**src/rtl/cordic_pkg.sv**
```systemverilog
// Shared definitions for the CORDIC angle front end and core: IEEE-754
// single-precision field layout, input classification and default widths.
package cordic_pkg;

  localparam int FP_EXP_W = 8;
  localparam int FP_MAN_W = 23;
  localparam int FP_BIAS  = 127;

  // Default fixed-point format shared with the CORDIC core (Q1.22 in 24 bits)
  localparam int CORDIC_OUT_W     = 24;
  localparam int CORDIC_FRAC_BITS = 22;

  // Width of the signed alignment shift produced by the unpack stage
  localparam int SH_W = 10;

  typedef enum logic [1:0] {
    CLS_ZERO,
    CLS_NORM,
    CLS_INF,
    CLS_NAN
  } cls_e;

endpackage

```
**src/rtl/cordic_angle_fix_conv_if.sv**
```systemverilog
// Sample-in / result-out bundle of the float-to-fixed angle converter.
// master = upstream feeder side, slave = converter side.
interface cordic_angle_fix_conv_if #(
  parameter int OUT_W = cordic_pkg::CORDIC_OUT_W
);
  logic                    in_valid;
  logic [31:0]             angle_float;
  logic                    out_valid;
  logic signed [OUT_W-1:0] angle_fixed;
  logic                    overflow;
  logic                    invalid;

  modport master (
    output in_valid, angle_float,
    input  out_valid, angle_fixed, overflow, invalid
  );

  modport slave (
    input  in_valid, angle_float,
    output out_valid, angle_fixed, overflow, invalid
  );
endinterface

```
**src/rtl/cordic_angle_fix_conv_fx_round_shift.sv**
```systemverilog
// Combinational barrel shifter with a signed shift amount: left shifts
// flag overflow from the shift amount itself, right shifts round half-up.
module fx_round_shift #(
  parameter int IN_W  = 24,
  parameter int OUT_W = 24,
  parameter int SH_W  = 10
) (
  input  logic [IN_W-1:0]        m,
  input  logic signed [SH_W-1:0] sh,
  output logic [OUT_W:0]         mag,
  output logic                   ovf
);

  // m carries a leading one, so the top result bit sits at IN_W-1+sh; it
  // must stay below bit OUT_W-1 to fit the magnitude field.
  localparam logic signed [SH_W-1:0] SH_FIT_MAX   = SH_W'(OUT_W - 1 - IN_W);
  localparam logic signed [SH_W-1:0] SH_MIN_ROUND = SH_W'(-IN_W);

  // Right shift by r with the half-LSB added first; one extra bit keeps the carry.
  function automatic logic [IN_W:0] round_shr(input logic [IN_W-1:0] v,
                                              input logic [SH_W-1:0] r);
    logic [IN_W:0] half;
    half = (IN_W+1)'(1) << (r - SH_W'(1));
    return ({1'b0, v} + half) >> r;
  endfunction

  // Pick left shift, rounded right shift, or flush depending on sign/size of sh.
  always_comb begin
    mag = '0;
    ovf = 1'b0;
    if (!sh[SH_W-1]) begin
      if (sh > SH_FIT_MAX) ovf = 1'b1;
      else                 mag = (OUT_W+1)'(m) << sh[SH_W-2:0];
    end else if (sh >= SH_MIN_ROUND) begin
      mag = (OUT_W+1)'(round_shr(m, SH_W'(-sh)));
    end
  end

endmodule

```
**src/rtl/cordic_angle_fix_conv.sv**
```systemverilog
// IEEE-754 single-precision radians to signed fixed point for the CORDIC
// core. Three registered stages (unpack/classify, align/round,
// saturate/sign) sharing one global clock enable with the core.
module cordic_angle_fix_conv
  import cordic_pkg::*;
#(
  parameter int OUT_W     = CORDIC_OUT_W,
  parameter int FRAC_BITS = CORDIC_FRAC_BITS
) (
  input  logic                    clk,
  input  logic                    rst,
  input  logic                    clk_en,
  cordic_angle_fix_conv_if.slave  bus
);

  localparam logic [OUT_W:0]   MAG_LIMIT = (OUT_W+1)'(1) << (OUT_W-1);
  localparam logic [OUT_W-1:0] MAG_MAX   = {1'b0, {(OUT_W-1){1'b1}}};

  // Clamp to the symmetric range; anything at or above 2^(OUT_W-1) saturates.
  function automatic logic sat_hit(input logic [OUT_W:0] mag, input logic ovf);
    return ovf || (mag >= MAG_LIMIT);
  endfunction

  function automatic logic [OUT_W-1:0] sat_mag(input logic [OUT_W:0] mag, input logic ovf);
    return sat_hit(mag, ovf) ? MAG_MAX : mag[OUT_W-1:0];
  endfunction

  function automatic logic signed [OUT_W-1:0] apply_sign(input logic neg,
                                                         input logic [OUT_W-1:0] mag);
    return neg ? -$signed(mag) : $signed(mag);
  endfunction

  logic                    vld_p1_q, vld_p2_q;
  logic                    sign_p1_d, sign_p1_q, sign_p2_q;
  cls_e                    cls_p1_d, cls_p1_q, cls_p2_q;
  logic [FP_MAN_W:0]       man_p1_d, man_p1_q;
  logic signed [SH_W-1:0]  sh_p1_d, sh_p1_q;
  logic [OUT_W:0]          mag_p2_d, mag_p2_q;
  logic                    ovf_p2_d, ovf_p2_q;
  logic                    out_valid_d, out_valid_q;
  logic signed [OUT_W-1:0] angle_fixed_d, angle_fixed_q;
  logic                    overflow_d, overflow_q;
  logic                    invalid_d, invalid_q;
  logic [FP_EXP_W-1:0]     exp_w;
  logic [FP_MAN_W-1:0]     frac_w;

  // ---- Stage 1: unpack fields, classify, derive alignment shift
  always_comb begin
    exp_w     = bus.angle_float[30:23];
    frac_w    = bus.angle_float[22:0];
    sign_p1_d = bus.angle_float[31];
    man_p1_d  = {1'b1, frac_w};
    sh_p1_d   = {2'b00, exp_w} - SH_W'(FP_BIAS - FRAC_BITS + FP_MAN_W);
    if (exp_w == '0)       cls_p1_d = CLS_ZERO;
    else if (&exp_w)       cls_p1_d = (frac_w == '0) ? CLS_INF : CLS_NAN;
    else                   cls_p1_d = CLS_NORM;
  end

  // ---- Stage 2: align and round the mantissa
  fx_round_shift #(
    .IN_W  (FP_MAN_W + 1),
    .OUT_W (OUT_W),
    .SH_W  (SH_W)
  ) u_round_shift (
    .m   (man_p1_q),
    .sh  (sh_p1_q),
    .mag (mag_p2_d),
    .ovf (ovf_p2_d)
  );

  // ---- Stage 3: saturate, apply sign, resolve flags; bubbles hold the old result
  always_comb begin
    out_valid_d   = vld_p2_q;
    angle_fixed_d = angle_fixed_q;
    overflow_d    = overflow_q;
    invalid_d     = invalid_q;
    if (vld_p2_q) begin
      unique case (cls_p2_q)
        CLS_NAN: begin
          angle_fixed_d = '0;
          overflow_d    = 1'b0;
          invalid_d     = 1'b1;
        end
        CLS_INF: begin
          angle_fixed_d = apply_sign(sign_p2_q, MAG_MAX);
          overflow_d    = 1'b1;
          invalid_d     = 1'b0;
        end
        CLS_NORM: begin
          angle_fixed_d = apply_sign(sign_p2_q, sat_mag(mag_p2_q, ovf_p2_q));
          overflow_d    = sat_hit(mag_p2_q, ovf_p2_q);
          invalid_d     = 1'b0;
        end
        default: begin
          angle_fixed_d = '0;
          overflow_d    = 1'b0;
          invalid_d     = 1'b0;
        end
      endcase
    end
  end

  // Control and output registers: cleared asynchronously, frozen when clk_en=0.
  always_ff @(posedge clk or negedge rst) begin
    if (!rst) begin
      vld_p1_q      <= 1'b0;
      vld_p2_q      <= 1'b0;
      out_valid_q   <= 1'b0;
      angle_fixed_q <= '0;
      overflow_q    <= 1'b0;
      invalid_q     <= 1'b0;
    end else if (clk_en) begin
      vld_p1_q      <= bus.in_valid;
      vld_p2_q      <= vld_p1_q;
      out_valid_q   <= out_valid_d;
      angle_fixed_q <= angle_fixed_d;
      overflow_q    <= overflow_d;
      invalid_q     <= invalid_d;
    end
  end

  // Internal stage data: no reset, only loaded when a valid sample occupies the slot.
  always_ff @(posedge clk) begin
    if (clk_en && bus.in_valid) begin
      sign_p1_q <= sign_p1_d;
      cls_p1_q  <= cls_p1_d;
      man_p1_q  <= man_p1_d;
      sh_p1_q   <= sh_p1_d;
    end
    if (clk_en && vld_p1_q) begin
      sign_p2_q <= sign_p1_q;
      cls_p2_q  <= cls_p1_q;
      mag_p2_q  <= mag_p2_d;
      ovf_p2_q  <= ovf_p2_d;
    end
  end

  assign bus.out_valid   = out_valid_q;
  assign bus.angle_fixed = angle_fixed_q;
  assign bus.overflow    = overflow_q;
  assign bus.invalid     = invalid_q;

endmodule

```
**src/flat_wrapper.sv**
```systemverilog
// flat-port wrapper written by rule: the top's interface ports become plain ports
module cordic_angle_fix_conv_flat import cordic_pkg::*;
#(
  parameter int OUT_W     = CORDIC_OUT_W,
  parameter int FRAC_BITS = CORDIC_FRAC_BITS
)
  (clk, rst, clk_en, bus_in_valid, bus_angle_float, bus_out_valid, bus_angle_fixed, bus_overflow, bus_invalid);
  cordic_angle_fix_conv_if #(.OUT_W(OUT_W)) bus_i ();
  input  logic clk;
  input  logic rst;
  input  logic clk_en;
  input wire logic [$bits(bus_i.in_valid)-1:0] bus_in_valid;
  input wire logic [$bits(bus_i.angle_float)-1:0] bus_angle_float;
  output wire logic [$bits(bus_i.out_valid)-1:0] bus_out_valid;
  output wire logic [$bits(bus_i.angle_fixed)-1:0] bus_angle_fixed;
  output wire logic [$bits(bus_i.overflow)-1:0] bus_overflow;
  output wire logic [$bits(bus_i.invalid)-1:0] bus_invalid;
  assign bus_i.in_valid = bus_in_valid;
  assign bus_i.angle_float = bus_angle_float;
  assign bus_out_valid = bus_i.out_valid;
  assign bus_angle_fixed = bus_i.angle_fixed;
  assign bus_overflow = bus_i.overflow;
  assign bus_invalid = bus_i.invalid;
  cordic_angle_fix_conv #(.OUT_W(OUT_W), .FRAC_BITS(FRAC_BITS)) u_core (.clk(clk), .rst(rst), .clk_en(clk_en), .bus(bus_i));
endmodule
```
**config.mk**
```make
export PLATFORM = sky130hd
export DESIGN_NAME = cordic_angle_fix_conv_flat
export DESIGN_NICKNAME = d
export VERILOG_FILES = /design/src/rtl/cordic_pkg.sv /design/src/rtl/cordic_angle_fix_conv_if.sv /design/src/rtl/cordic_angle_fix_conv_fx_round_shift.sv /design/src/rtl/cordic_angle_fix_conv.sv /design/src/flat_wrapper.sv
export SDC_FILE = /design/constraint.sdc
export NUM_CORES = 1
export LEC_CHECK = 0
export BUFFER_PORTS_ARGS = -buffer_cell sky130_fd_sc_hd__clkbuf_2
export CAP_MARGIN = 20
export CORE_MARGIN = 4
export CORE_UTILIZATION = 40
export CTS_CLUSTER_DIAMETER = 60
export CTS_CLUSTER_SIZE = 20
export DETAILED_ROUTE_END_ITERATION = 8
export GPL_ROUTABILITY_DRIVEN = 0
export PLACE_DENSITY_LB_ADDON = 0.25
export SLEW_MARGIN = 20
export SYNTH_ARGS = -nofsm -noshare
export SYNTH_HDL_FRONTEND = slang
export SYNTH_SLANG_ARGS = --single-unit
```
**constraint.sdc**
```tcl
create_clock -name clk -period 6.3 [get_ports clk]
set_input_delay 1.26 -clock clk [delete_from_list [all_inputs] [get_ports clk]]
set_output_delay 1.26 -clock clk [all_outputs]
set_load 0.005 [all_outputs]
```
==> impl_metrics.yaml <==
timing:
  skew_ns: 0.01331
  hold_viol: 0
  period_share_pct: 95.53
  relSlewSlack_pct: 41.80
  worstMarginPinSlew_ns: 0.8664
  setup_viol: 0
  fmax_mhz: 166.2
  period_minus_slack_ns: 6.018
  finalSetupTns_ns: 0
  slew_violations: 0
final_layout:
  antenna_cells: 0
  multi_input_area_mm2: 0.004796
  nFillCells: 1868
  final-seq-area_mm2: 0.002618
  drive_above_1_share_pct: 15.92
  area.growth.synth_to_final_pct: 10.99
  nets: 1021
worst_hold_path:
  hold_path.class: "reg -> reg"
die:
  dieArea_mm2: 0.02147
  fp.dieW_um: 146.5
  core_area_mm2: 0.01877
  start_util_pct: 40.89
  io_pins: 63
  die-height_um: 146.5
  rows: 50
setup_path:
  cp_slowest_cell: "or3b_1"
  worst-path-buf-inv: 2
  cp_data_arrival_time_ns: 6.11
  cpPeakStageDelay_ns: 0.53
  crit_type: "reg -> reg"
  cp-end-kind: "flip-flop"
  path_cells: "inv_1 -> ha_1 -> or3b_1 -> o32ai_2 -> mux2_2 -> a21oi_1 -> o32ai_2 -> nand2_1 -> or2_2 -> nor2_1 -> ha_1 -> fa_1 -> a211oi_1 -> o21a_1 -> o211a_4 -> a211oi_2 -> xor2_1 -> nor2_1 -> nor3b_1 -> nor4_1 -> buf_4 -> o32ai_1"
  critPathRequiredTime_ns: 6.39
  worstPathMaxFanout: 10
  path_delay_family: "simple AND/OR/NAND/NOR gates"
  cp-start-kind: "flip-flop"
cts:
  cts_tree: "built"
  clk_pin_slew_worst_paths_ns: 0.07
  cts_max_level: 3
  clock_latency_ns: 0.36
  cts.sinks: 92
  clock_path_buffers: 2
  cts_setup_buffers: 0
  numCtsBuffers: 9
  cts-root-buf: "clkbuf_16"
power:
  p_per_area_mw_per_mm2: 200.0
  combinationalPowerShare_pct: 24.4
  clkPwrFrac_pct: 32.2
  p_switching_mw: 0.5686
  seqPwrFrac_pct: 43.4
  p_leak_nw: 3.112
  netSwitchingFraction_pct: 33.38
  p_int_mw: 1.135
  power_mw: 1.703
  ir_drop_mv: 0.1405
place:
  port_buffers: 62
  hpwl_um: 16660
yosys:
  netlist_instances: 918
  synthesis.nets: 983
  ys.flop_type: "edfxtp_1"
  async_reset_ff_share_pct: 31.52
  yosysMostFrequentCell: "nor2_1"
  ys_ff_latch: 92
  seq_area_frac_synth_pct: 34.10
  synth_area_leaders: "edfxtp_1 (25%), dfrtp_1 (9.5%), nor2_1 (5.3%)"
  ys_warn_count: 0
  yosys.area.top_type_share_pct: 24.65
  ys_types: 93
  synth_edf_count: 63
  synth_area_mm2: 0.007675
  yosysTopAreaCell: "edfxtp_1"
  ys_top_cells_by_count: "nor2_1 (108), nand2_1 (94), a21oi_1 (77)"
  synth_area_per_cell_um2: 8.360
run_status:
  status: "finished, final reports clean"
drt:
  drt_iter0_markers: 639
  first_pass_iters: 5
  routed_via_density: 6.125
  num_vias: 7319
  ant_nets: 0
  drt_wl_total_um: 21910
  wire_per_inst_um: 18.33
  drc: 0
global_route:
  grtUsageTotal_pct: 20.20
  grt_pass1_vias: 6759
  grt_max_degree: 35
  antenna_found_initial: 0
  grt_pass1_wl_um: 35520
  grt_overflow: 0
run:
  drv_cap: 0
-- final cells by class --
class | instances | share of cell area [%]
Sequential cell | 92 | 30.73
Multi-Input combinational cell | 753 | 56.30
Clock buffer | 9 | 2.644
Tap cell | 234 | 3.437
Inverter | 21 | 0.9254
Timing Repair Buffer | 79 | 5.141
Clock inverter | 7 | 0.8226
-- cells by family after synthesis --
logic type	Yosys count	share of synthesized area (%)
buf+inv	73	4.076
xor+xnor	31	3.538
simple gates	372	23.64
compound gates	297	26.20
flops	92	34.10
mux	24	3.619
fa+ha+maj	29	4.826
-- per-stage QoR --
| stage | utilization [%] | cell area [µm²] | std cells | hold slack (ns) | worst slack [ns] |
|---|---|---|---|---|---|
| 2_1_floorplan | - | 7675 | 918 | 0.4003 | 0.1472 |
| 3_3_place_gp | 43.55 | 8173 | 1179 | 0.4052 | 0.3055 |
| 3_5_place_dp | 43.55 | 8173 | 1179 | 0.4081 | 0.2514 |
| 4_1_cts | 45.12 | 8468 | 1195 | 0.4238 | 0.2139 |
| 5_1_grt | 45.39 | 8518 | 1195 | 0.4378 | -0.03887 |
| 6_report | 45.39 | 8518 | 1195 | 0.4228 | 0.2815 |
-- sequential cells by signal, indices dropped and copies added, names as in the netlist --
signal                  cells
u_core.sign_p2_q            1
u_core.sh_p1_q              8
u_core.bus.out_valid        1
u_core.bus.invalid          1
u_core.out_valid_d          1
u_core.bus.angle_fixed     24
u_core.bus.overflow         1
u_core.vld_p1_q             1
u_core.sign_p1_q            1
u_core.cls_p2_q             2
u_core.mag_p2_q            25
u_core.cls_p1_q             2
u_core.ovf_p2_q             1
u_core.man_p1_q            23
-- cell usage in the layout (no fill, tap or decap), types with 15 or more instances in the layout --
cell,n
edfxtp_1,63
xnor2_1,22
nand3_1,23
nor3_1,32
a21oi_1,77
inv_1,19
o211ai_1,16
buf_4,17
o21ai_0,62
nor4_1,18
ha_1,28
nor2_1,108
or2_2,15
o22ai_1,15
clkbuf_2,62
nand2_1,94
dfrtp_1,29
-- what timing repair did --
action                                  4_1_cts  5_1_grt
endpoints found under the setup margin        0       21
hold buffers                                  0        0
resized for setup                             0        7
-- power by group through the flow --
stage / sequential, mW / combinational (mW) / clock [mW]
floorplan: 0.740 / 0.279 / 0
global placement: 0.751 / 0.404 / 0
detailed placement: 0.752 / 0.404 / 0
CTS: 0.739 / 0.406 / 0.564
global route: 0.747 / 0.457 / 0.591
finish: 0.739 / 0.416 / 0.548
-- path summary, 6_finish.rpt --
path	start	to	slack, ns	cells past startpoint
min	u_core.cls_p1_q[1]	u_core.cls_p2_q[1]	0.42	0
min in group asynchronous	rst	u_core.bus.angle_fixed[8]	0.93	1
max in group asynchronous	rst	u_core.bus.angle_fixed[16]	4.93	1
max reg2reg	u_core.sh_p1_q[0]	u_core.mag_p2_q[10]	0.28	22
max	u_core.sh_p1_q[0]	u_core.mag_p2_q[10]	0.28	22
min reg2reg	u_core.cls_p1_q[1]	u_core.cls_p2_q[1]	0.42	0
-- per-layer routing --
metal	vias to the layer above	wire (µm)	global-route usage [%]
met1	3367	9893	28.02
met2	340	9558	30.89
met5	-	0	0
met4	0	747	8.325
li1	3559	-	-
met3	53	1707	4.004
No activity file was read; power rests on OpenSTA's default activity.
